File: src/rtl/nfc_copy_sched.sv
// nfc_copy_sched: round-robin scheduler that runs {page, count} copy jobs on the flash page-copy engine.
// Define NFC_RETRY_EN to retry each failed page up to MAX_RETRY times before the job is aborted.
module nfc_copy_sched #(
    parameter int PAGE_W    = 9,
    parameter int CNT_W     = 10,
    parameter int MAX_RETRY = 2
) (
    input  logic              clk,
    input  logic              rst,
    input  logic              req0_valid,
    output logic              req0_ready,
    input  logic [PAGE_W-1:0] req0_page,
    input  logic [CNT_W-1:0]  req0_cnt,
    output logic              req0_done,
    output logic              req0_err,
    input  logic              req1_valid,
    output logic              req1_ready,
    input  logic [PAGE_W-1:0] req1_page,
    input  logic [CNT_W-1:0]  req1_cnt,
    output logic              req1_done,
    output logic              req1_err,
    output logic              cp_start,
    output logic [PAGE_W-1:0] cp_page,
    input  logic              cp_done,
    input  logic              cp_fail,
    output logic              busy,
    output logic              owner
);

    typedef enum logic [2:0] {
        ST_IDLE  = 3'd0,
        ST_ISSUE = 3'd1,
        ST_WAIT  = 3'd2,
        ST_NEXT  = 3'd3,
        ST_FIN   = 3'd4
    } state_t;

    localparam logic [CNT_W-1:0]  MAX_CNT  = CNT_W'({1'b1, {PAGE_W{1'b0}}});
    localparam logic [CNT_W-1:0]  CNT_ZERO = {CNT_W{1'b0}};
    localparam logic [CNT_W-1:0]  CNT_ONE  = CNT_W'(1'b1);
    localparam logic [PAGE_W-1:0] PAGE_ONE = PAGE_W'(1'b1);

`ifdef NFC_RETRY_EN
    localparam int RETRY_W = (MAX_RETRY < 1) ? 1 : $clog2(MAX_RETRY + 1);
    localparam logic [RETRY_W-1:0] RETRY_MAX = RETRY_W'(MAX_RETRY);
    localparam logic [RETRY_W-1:0] RETRY_ONE = RETRY_W'(1'b1);
`endif

    state_t              state_r;
    state_t              state_nx_s;
    logic [PAGE_W-1:0]   page_r;
    logic [PAGE_W-1:0]   page_nx_s;
    logic [CNT_W-1:0]    remain_r;
    logic [CNT_W-1:0]    remain_nx_s;
    logic                owner_r;
    logic                owner_nx_s;
    logic                err_r;
    logic                err_nx_s;
    logic                ptr_r;
    logic                ptr_nx_s;
    logic                grant_s;
    logic                grant_vld_s;
    logic                accept_s;
    logic                cp_start_r;
    logic                done0_r;
    logic                done1_r;
    logic                err0_r;
    logic                err1_r;
    logic                busy_r;
`ifdef NFC_RETRY_EN
    logic [RETRY_W-1:0]  retry_r;
    logic [RETRY_W-1:0]  retry_nx_s;
`endif

    function automatic logic [CNT_W-1:0] clip_cnt(input logic [CNT_W-1:0] cnt);
        if (cnt > MAX_CNT) begin
            clip_cnt = MAX_CNT;
        end else begin
            clip_cnt = cnt;
        end
    endfunction

    // Round-robin winner: sole valid requester, or the pointer on a tie
    always_comb begin
        grant_s     = 1'b0;
        grant_vld_s = 1'b0;
        if (req0_valid && req1_valid) begin
            grant_s     = ptr_r;
            grant_vld_s = 1'b1;
        end else if (req0_valid) begin
            grant_s     = 1'b0;
            grant_vld_s = 1'b1;
        end else if (req1_valid) begin
            grant_s     = 1'b1;
            grant_vld_s = 1'b1;
        end else begin
            grant_s     = 1'b0;
            grant_vld_s = 1'b0;
        end
    end

    assign accept_s   = grant_vld_s && (state_r == ST_IDLE) && !rst;
    assign req0_ready = accept_s && !grant_s;
    assign req1_ready = accept_s && grant_s;

    // Next-state and job datapath update
    always_comb begin
        state_nx_s  = state_r;
        page_nx_s   = page_r;
        remain_nx_s = remain_r;
        owner_nx_s  = owner_r;
        err_nx_s    = err_r;
        ptr_nx_s    = ptr_r;
`ifdef NFC_RETRY_EN
        retry_nx_s  = retry_r;
`endif
        case (state_r)
            ST_IDLE: begin
                if (accept_s) begin
                    state_nx_s  = ST_ISSUE;
                    page_nx_s   = grant_s ? req1_page : req0_page;
                    remain_nx_s = clip_cnt(grant_s ? req1_cnt : req0_cnt);
                    owner_nx_s  = grant_s;
                    err_nx_s    = 1'b0;
`ifdef NFC_RETRY_EN
                    retry_nx_s  = {RETRY_W{1'b0}};
`endif
                end else begin
                    state_nx_s = ST_IDLE;
                end
            end
            ST_ISSUE: begin
                // A zero-count job passes through ISSUE without a start pulse
                if (remain_r == CNT_ZERO) begin
                    state_nx_s = ST_FIN;
                end else begin
                    state_nx_s = ST_WAIT;
                end
            end
            ST_WAIT: begin
                if (cp_done && !cp_fail) begin
                    state_nx_s = ST_NEXT;
`ifdef NFC_RETRY_EN
                    retry_nx_s = {RETRY_W{1'b0}};
`endif
                end else if (cp_done) begin
`ifdef NFC_RETRY_EN
                    if (retry_r < RETRY_MAX) begin
                        retry_nx_s = retry_r + RETRY_ONE;
                        state_nx_s = ST_ISSUE;
                    end else begin
                        err_nx_s   = 1'b1;
                        state_nx_s = ST_FIN;
                    end
`else
                    err_nx_s   = 1'b1;
                    state_nx_s = ST_FIN;
`endif
                end else begin
                    state_nx_s = ST_WAIT;
                end
            end
            ST_NEXT: begin
                page_nx_s   = page_r + PAGE_ONE;
                remain_nx_s = remain_r - CNT_ONE;
                if (remain_r == CNT_ONE) begin
                    state_nx_s = ST_FIN;
                end else begin
                    state_nx_s = ST_ISSUE;
                end
            end
            ST_FIN: begin
                ptr_nx_s   = ~owner_r;
                state_nx_s = ST_IDLE;
            end
            default: begin
                state_nx_s = ST_IDLE;
            end
        endcase
    end

    // FSM state register
    always_ff @(posedge clk or posedge rst) begin
        if (rst) begin
            state_r <= ST_IDLE;
        end else begin
            state_r <= state_nx_s;
        end
    end

    // Job context registers
    always_ff @(posedge clk or posedge rst) begin
        if (rst) begin
            page_r   <= {PAGE_W{1'b0}};
            remain_r <= CNT_ZERO;
            owner_r  <= 1'b0;
            err_r    <= 1'b0;
            ptr_r    <= 1'b0;
`ifdef NFC_RETRY_EN
            retry_r  <= {RETRY_W{1'b0}};
`endif
        end else begin
            page_r   <= page_nx_s;
            remain_r <= remain_nx_s;
            owner_r  <= owner_nx_s;
            err_r    <= err_nx_s;
            ptr_r    <= ptr_nx_s;
`ifdef NFC_RETRY_EN
            retry_r  <= retry_nx_s;
`endif
        end
    end

    // Output flops are loaded from next-state so pulses line up with the state they belong to
    always_ff @(posedge clk or posedge rst) begin
        if (rst) begin
            cp_start_r <= 1'b0;
            done0_r    <= 1'b0;
            done1_r    <= 1'b0;
            err0_r     <= 1'b0;
            err1_r     <= 1'b0;
            busy_r     <= 1'b0;
        end else begin
            cp_start_r <= (state_nx_s == ST_ISSUE) && (remain_nx_s != CNT_ZERO);
            done0_r    <= (state_nx_s == ST_FIN) && !owner_nx_s;
            done1_r    <= (state_nx_s == ST_FIN) && owner_nx_s;
            busy_r     <= (state_nx_s != ST_IDLE);
            if ((state_nx_s == ST_FIN) && !owner_nx_s) begin
                err0_r <= err_nx_s;
            end
            if ((state_nx_s == ST_FIN) && owner_nx_s) begin
                err1_r <= err_nx_s;
            end
        end
    end

    assign cp_start  = cp_start_r;
    assign cp_page   = page_r;
    assign req0_done = done0_r;
    assign req1_done = done1_r;
    assign req0_err  = err0_r;
    assign req1_err  = err1_r;
    assign busy      = busy_r;
    assign owner     = owner_r;

endmodule

File: config.mk
export PLATFORM = sky130hd
export DESIGN_NAME = nfc_copy_sched
export DESIGN_NICKNAME = d
export VERILOG_FILES = /design/src/rtl/nfc_copy_sched.sv
export SDC_FILE = /design/constraint.sdc
export NUM_CORES = 1
export LEC_CHECK = 0
export CAP_MARGIN = 15
export CORE_MARGIN = 2
export CORE_UTILIZATION = 30
export DETAILED_ROUTE_END_ITERATION = 8
export GPL_ROUTABILITY_DRIVEN = 1
export SYNTH_ARGS = -nofsm -noshare
export SYNTH_HDL_FRONTEND = slang
export SYNTH_SLANG_ARGS = --single-unit
File: constraint.sdc
create_clock -name clk -period 3.7 [get_ports clk]
set_clock_uncertainty 0.2 [all_clocks]
set_input_delay 0.74 -clock clk [delete_from_list [all_inputs] [get_ports clk]]
set_output_delay 0.74 -clock clk [all_outputs]
set_load 0.01 [all_outputs]
==> impl_metrics.env, run 1 <==
export IMPL_synth_edf_count=0
export IMPL_syn_nets=274
export IMPL_cpLargestDelayFamily="buffers and inverters"
export IMPL_startpoint_type="primary input"
export IMPL_antenna_found_initial=0
export IMPL_avgSynthCellArea_sq_um=8.85
export IMPL_crit_chain="clkdlybuf4s50_1 > or4_4 > or2_4 > nor2_2 > clkdlybuf4s50_1"
export IMPL_finish_utilization_pct=44.9
export IMPL_grt_max_degree=19
export IMPL_p_switching_mw=0.720
export IMPL_slew_violations=0
export IMPL_async_reset_ff_share_pct=100
export IMPL_crit_type="primary input to primary output"
export IMPL_clock_fmax_ghz=0.275
export IMPL_drv_cap=0
export IMPL_nNetsFinal=343
export IMPL_clock_path_buffers=2
export IMPL_worst_pin_slew_ns=0.735
export IMPL_layout_common_cells="61 x clkdlybuf4s50_1, 31 x dfrtp_1, 25 x nor2_1"
export IMPL_clk_pin_slew_ns=0.07
export IMPL_synth_yosys_warnings=0
export IMPL_max_vdd_ir_drop_mv=0.177
export IMPL_drt_initial_drc_count=93
export IMPL_synth_ff_type="dfrtp_1"
export IMPL_ys_ff_latch=31
export IMPL_power_density_nw_per_um2=673
export IMPL_rsz0062_at_grt="false"
export IMPL_grt_pass1_vias=1914
export IMPL_dp_slack_ns=-0.0460
export IMPL_rrSetupSlack_ns=1.03
export IMPL_place_congestion=0.843
export IMPL_grt_pass1_wl_um=9250
export IMPL_setup_viol=0
export IMPL_worstSkewPairLatency_ns=0.28
export IMPL_postCtsSetupRepairBufs=0
export IMPL_clockRootBuffer="clkbuf_8"
export IMPL_pwr_share_seq_pct=32.8
export IMPL_status="complete, but fails checks"
export IMPL_place_hpwl_um=4400
export IMPL_wire_per_inst_um=14.8
export IMPL_routed_wl_um=5530
export IMPL_cp_end_kind="primary output"
export IMPL_path_max_fanout=5
export IMPL_die_y_um=85.8
export IMPL_drive_above_1_share_pct=11.1
export IMPL_drcViolationCount=6
export IMPL_dieArea_sq_um=7360
export IMPL_crit_buf_inv=2
export IMPL_intPower_mw=1.22
export IMPL_n_fill_cell=620
export IMPL_postRouteAntennaNets=0
export IMPL_cts_tree="built"
export IMPL_grtUsageTotal_pct=15.9
export IMPL_ys_types=55
export IMPL_violations="DRC"
export IMPL_cts_buffers_inserted=5
export IMPL_layout_commonest_cell="clkdlybuf4s50_1"
export IMPL_finalWorstSetupSlack_ns=0.0654
export IMPL_hp_class="flip-flop to flip-flop"
export IMPL_cts_sinks=31
export IMPL_vias=1984
export IMPL_relSlewSlack_pct=50.9
export IMPL_io_pins=62
export IMPL_layout_min_cycle_time_ns=3.63
export IMPL_yosysSeqAreaShare_pct=38.6
export IMPL_crit_required_ns=2.76
export IMPL_cp_arrival_ns=2.69
export IMPL_p_sw_share_pct=37.1
export IMPL_cts_resized=2
export IMPL_crit_path_max_incr_delay_ns=0.55
export IMPL_syn_to_final_growth_pct=43.5
export IMPL_clockPowerShare_pct=20.5
export IMPL_hold_buffers=0
export IMPL_power_frac_comb_pct=46.6
export IMPL_start_util_pct=31.3
export IMPL_syn_inst=227
export IMPL_finalHoldViolCount=0
export IMPL_grt_ovfl_total=0
export IMPL_cpMaxStageDelayCell="clkdlybuf4s50_1"
export IMPL_antenna_cells=0
export IMPL_cts_max_level=2
export IMPL_syn_area_sq_um=2010
export IMPL_coreArea_sq_um=6420
export IMPL_die_w_um=85.8
export IMPL_via_per_inst=5.30
export IMPL_placementRows=29
export IMPL_first_pass_iters=6
export IMPL_leakage_nw=1.20
export IMPL_numPortBuffers=61
export IMPL_finalCritPeriodShare_pct=98.2
export IMPL_cpMostUsedCell="clkdlybuf4s50_1"
-- final cells by class --
cell class / count / area [sq um] / area share (%)
sequential: 31 / 776 / 26.9
multi-input combinational: 179 / 1160 / 40.2
clock buffer: 6 / 72.6 / 2.52
tap: 77 / 96.3 / 3.34
timing repair buffer: 72 / 693 / 24.1
clock inverter: 2 / 60.1 / 2.08
inverter: 7 / 26.3 / 0.912
-- kinds of logic after synthesis --
group                    count (synthesis)  share of synthesized area [%]
AND/OR/NAND/NOR                         99                           26.7
adder cells (fa/ha/maj)                  3                           1.87
multiplexers                            14                           7.23
AO/OA/AOI/OAI                           63                           21.6
buffers and inverters                   17                           3.99
flip-flops                              31                           38.6
-- metal layers --
metal / global-route usage, % / up-vias / part of all wire [%]
li1: - / 991 / -
met4: 5.77 / 0 / 1.9
met2: 24.6 / 69 / 45
met1: 22.1 / 915 / 47
met3: 3.37 / 9 / 6.3
met5: 0 / - / 0
-- worst reg2reg max path, delay by kind of cell, from the launching register on --
kind             cells  cell delay, ns
AND/OR/NAND/NOR      4            1.39
flip-flops           1            0.43
multiplexers         1            0.33
AO/OA/AOI/OAI        1            0.22
-- path summary, 6_finish.rpt --
path / startpoint / to / depth (start not counted)
setup / recovery: rst / req1_ready / 5
hold / removal: req1_err$_DFFE_PP0P_ / req1_err$_DFFE_PP0P_ / 1
setup reg to reg: remain_r[5]$_DFF_PP0_ / req1_err$_DFFE_PP0P_ / 6
hold reg to reg: req1_err$_DFFE_PP0P_ / req1_err$_DFFE_PP0P_ / 1
max in group asynchronous: rst / ptr_r$_DFFE_PP0N_ / 3
min in group asynchronous: rst / state_r[2]$_DFF_PP0_ / 2
-- state kept, by name (all words and copies together) (netlist names) --
name	flops
remain_r	10
cp_page	9
state_r	3
busy	1
cp_start	1
err_r	1
owner	1
ptr_r	1
req0_done	1
req0_err	1
req1_done	1
req1_err	1
-- power by group through the flow --
| stage | clock network [mW] | registers (mW) | logic [mW] |
|---|---|---|---|
| floorplan | 0 | 0.626 | 0.545 |
| global placement | 0 | 0.639 | 0.897 |
| detailed placement | 0 | 0.641 | 0.902 |
| CTS | 0.403 | 0.636 | 0.911 |
| global route | 0.422 | 0.660 | 1.00 |
| finish | 0.398 | 0.637 | 0.905 |
-- Yosys cell counts, types with 3 or more instances --
cell type  number  area share (%)
dfrtp_1        31              39
nor2_1         26             4.9
nand2_1        19             3.6
a21oi_1        13             3.2
mux2i_1        10             5.0
nand2b_1        9             2.8
nand3_1         8             2.0
o21ai_0         8             2.0
a31oi_1         7             2.2
inv_1           7             1.3
clkbuf_1        6             1.1
a311oi_1        5             2.2
and2_1          4             1.2
mux2_2          4             2.2
a211oi_1        3             1.1
ha_1            3             1.9
nand3b_1        3             1.1
nor3_1          3            0.75
nor4_1          3            0.93
o211ai_1        3             1.1
o21a_1          3             1.1
o22ai_1         3            0.93
or3_1           3            0.93
-- metrics by stage --
stage / TNS, ns / hold slack (ns) / power (mW) / cell area [sq um] / cells
2_1_floorplan: 0 / 0.296 / 1.17 / 2010 / 227
3_3_place_gp: -0.0720 / 0.291 / 1.54 / 2740 / 366
3_5_place_dp: -0.0460 / 0.304 / 1.54 / 2740 / 366
4_1_cts: 0 / 0.320 / 1.95 / 2880 / 374
5_1_grt: 0 / 0.332 / 2.09 / 2880 / 374
6_report: 0 / 0.313 / 1.94 / 2880 / 374
Power figures use the tool's default switching activity.
==> inputs of run 2 (changes only) <==
CAP_MARGIN = not set   (was 15)
==> results of run 2 <==
Same layout as run 1: the final DEF is identical, and so are final timing and power.
==> inputs of run 3 (changes only) <==
CORE_MARGIN = 5   (was 2)
==> run 3 against run 2 <==
Effect of this change: the run now ends clean; worst setup slack improved by 0.013 ns; non-clock buffer count did not move; flip-flop and latch count stayed put; critical endpoint is now req0_ready; largest cell class unchanged; largest power group unchanged.
==> impl_metrics.env, run 3 (synthesis gave the netlist of run 1 again) <==
export IMPL_finalHoldViolCount=0
export IMPL_layout_common_cells="60 x clkdlybuf4s50_1, 31 x dfrtp_1, 25 x nor2_1"
export IMPL_rrSetupSlack_ns=1.02
export IMPL_dp_slack_ns=-0.0736
export IMPL_path_max_fanout=5
export IMPL_power_frac_comb_pct=50.3
export IMPL_drt_initial_drc_count=113
export IMPL_register_area_sq_um=776
export IMPL_p_sw_share_pct=39.4
export IMPL_io_pins=62
export IMPL_nNetsFinal=343
export IMPL_holdPathStages=1
export IMPL_hp_class="flip-flop to flip-flop"
export IMPL_intPower_mw=1.09
export IMPL_power_density_nw_per_um2=636
export IMPL_grt_ovfl_total=0
export IMPL_worstRegToRegCells=7
export IMPL_antenna_cells=0
export IMPL_grt_max_degree=16
export IMPL_clock_path_buffers=2
export IMPL_numPortBuffers=61
export IMPL_slew_violations=0
export IMPL_max_vdd_ir_drop_mv=0.198
export IMPL_pwr_share_seq_pct=35.2
export IMPL_routed_wl_um=5700
export IMPL_drive_above_1_share_pct=11.1
export IMPL_clockRootBuffer="clkbuf_8"
export IMPL_syn_to_final_growth_pct=41.4
export IMPL_finish_utilization_pct=44.2
export IMPL_leakage_nw=1.20
export IMPL_via_per_inst=5.42
export IMPL_place_hpwl_um=4600
export IMPL_hp_start="owner$_DFF_PP0_"
export IMPL_finalSetupTns_ns=0
export IMPL_worst_pin_slew_ns=0.581
export IMPL_postLayoutCellArea_sq_um=2840
export IMPL_rsz0062_at_grt="false"
export IMPL_crit_required_ns=2.76
export IMPL_cp_arrival_ns=2.68
export IMPL_clockPowerShare_pct=14.5
export IMPL_finalWorstSetupSlack_ns=0.0782
export IMPL_multi_input_area_sq_um=1160
export IMPL_setup_viol=0
export IMPL_wire_per_inst_um=15.3
export IMPL_drv_cap=0
export IMPL_clk_pin_slew_ns=0.06
export IMPL_die_y_um=91.8
export IMPL_cts_max_level=2
export IMPL_largest_register_ff_count=10
export IMPL_rr_endpoint="cp_start$_DFF_PP0_"
export IMPL_vias=2023
export IMPL_relSlewSlack_pct=61.2
export IMPL_postRouteAntennaNets=0
export IMPL_n_fill_cell=629
export IMPL_cts_tree="built"
export IMPL_die_w_um=91.8
export IMPL_dieArea_sq_um=8430
export IMPL_cts_buffers_inserted=5
export IMPL_grt_pass1_vias=1936
export IMPL_reg2reg_from="state_r[0]$_DFF_PP0_"
export IMPL_grt_pass1_wl_um=9310
export IMPL_layout_min_cycle_time_ns=3.62
export IMPL_placementRows=29
export IMPL_cts_sinks=31
export IMPL_placed_area_sq_um=2740
export IMPL_largest_register="remain_r"
export IMPL_antenna_found_initial=0
export IMPL_cp_end_kind="primary output"
export IMPL_clock_fmax_ghz=0.276
export IMPL_min_to="ptr_r$_DFFE_PP0N_"
export IMPL_worstSkewPairLatency_ns=0.28
export IMPL_first_pass_iters=4
export IMPL_p_switching_mw=0.712
export IMPL_place_congestion=0.850
export IMPL_start_util_pct=31.3
export IMPL_drcViolationCount=0
export IMPL_startpoint_type="primary input"
export IMPL_coreArea_sq_um=6420
export IMPL_grtUsageTotal_pct=13.7
export IMPL_crit_type="primary input to primary output"
export IMPL_finalCritPeriodShare_pct=97.9
export IMPL_status="complete, no violations"
export IMPL_layout_commonest_cell="clkdlybuf4s50_1"
==> run 3: routing by layer <==
metal | track usage [%] | vias up | wire length [um]
met5 | 0 | - | 0
met4 | 4.21 | 0 | 80
met3 | 3.52 | 5 | 388
met2 | 21.7 | 71 | 2590
met1 | 18.3 | 956 | 2640
li1 | - | 991 | -
==> run 3: critical path, stage by stage <==
cell and delay (ns):
clkdlybuf4s50_1 0.44, or4_4 0.55, or2_4 0.29, nor2_1 0.11, clkdlybuf4s50_1 0.55
==> run 3: power by group through the flow <==
stage                     clock (mW)  sequential, mW  combinational (mW)
after floorplan                    0           0.626               0.545
final                          0.262           0.636               0.908
after CTS                      0.271           0.635               0.913
after global placement             0           0.639               0.901
after global routing           0.283           0.665                1.00
after detailed placement           0           0.643               0.906
==> run 3: what timing repair did <==
action / 4_1_cts / 5_1_grt
hold buffers: 0 / 0
endpoints found under the setup margin: 1 / 1
resized for setup: 2 / 1
hold endpoints to repair: 0 / 0
setup buffers: 0 / 0
==> run 3: how the worst max path moves through the flow <==
stage	endpoint	cells after the start	startpoint
after floorplan	req0_ready	5	rst
after global placement	req1_ready	5	rst
after detailed placement	req1_ready	5	rst
after CTS	req1_ready	5	rst
after global routing	req0_ready	5	rst
final	req0_ready	5	rst
==> run 3: per-stage QoR <==
step | cells | power (mW) | hold slack [ns]
after global routing | 373 | 1.95 | 0.340
final | 373 | 1.81 | 0.305
after CTS | 373 | 1.82 | 0.315
after floorplan | 227 | 1.17 | 0.296
after global placement | 366 | 1.54 | 0.287
after detailed placement | 366 | 1.55 | 0.307
==> run 3: layout make-up <==
type,count,area share (%)
clock buffer,6,2.91
clock inverter,1,0.176
inverter,7,0.926
multi-input combinational,179,40.8
sequential,31,27.3
tap,77,3.39
timing repair buffer,72,24.5
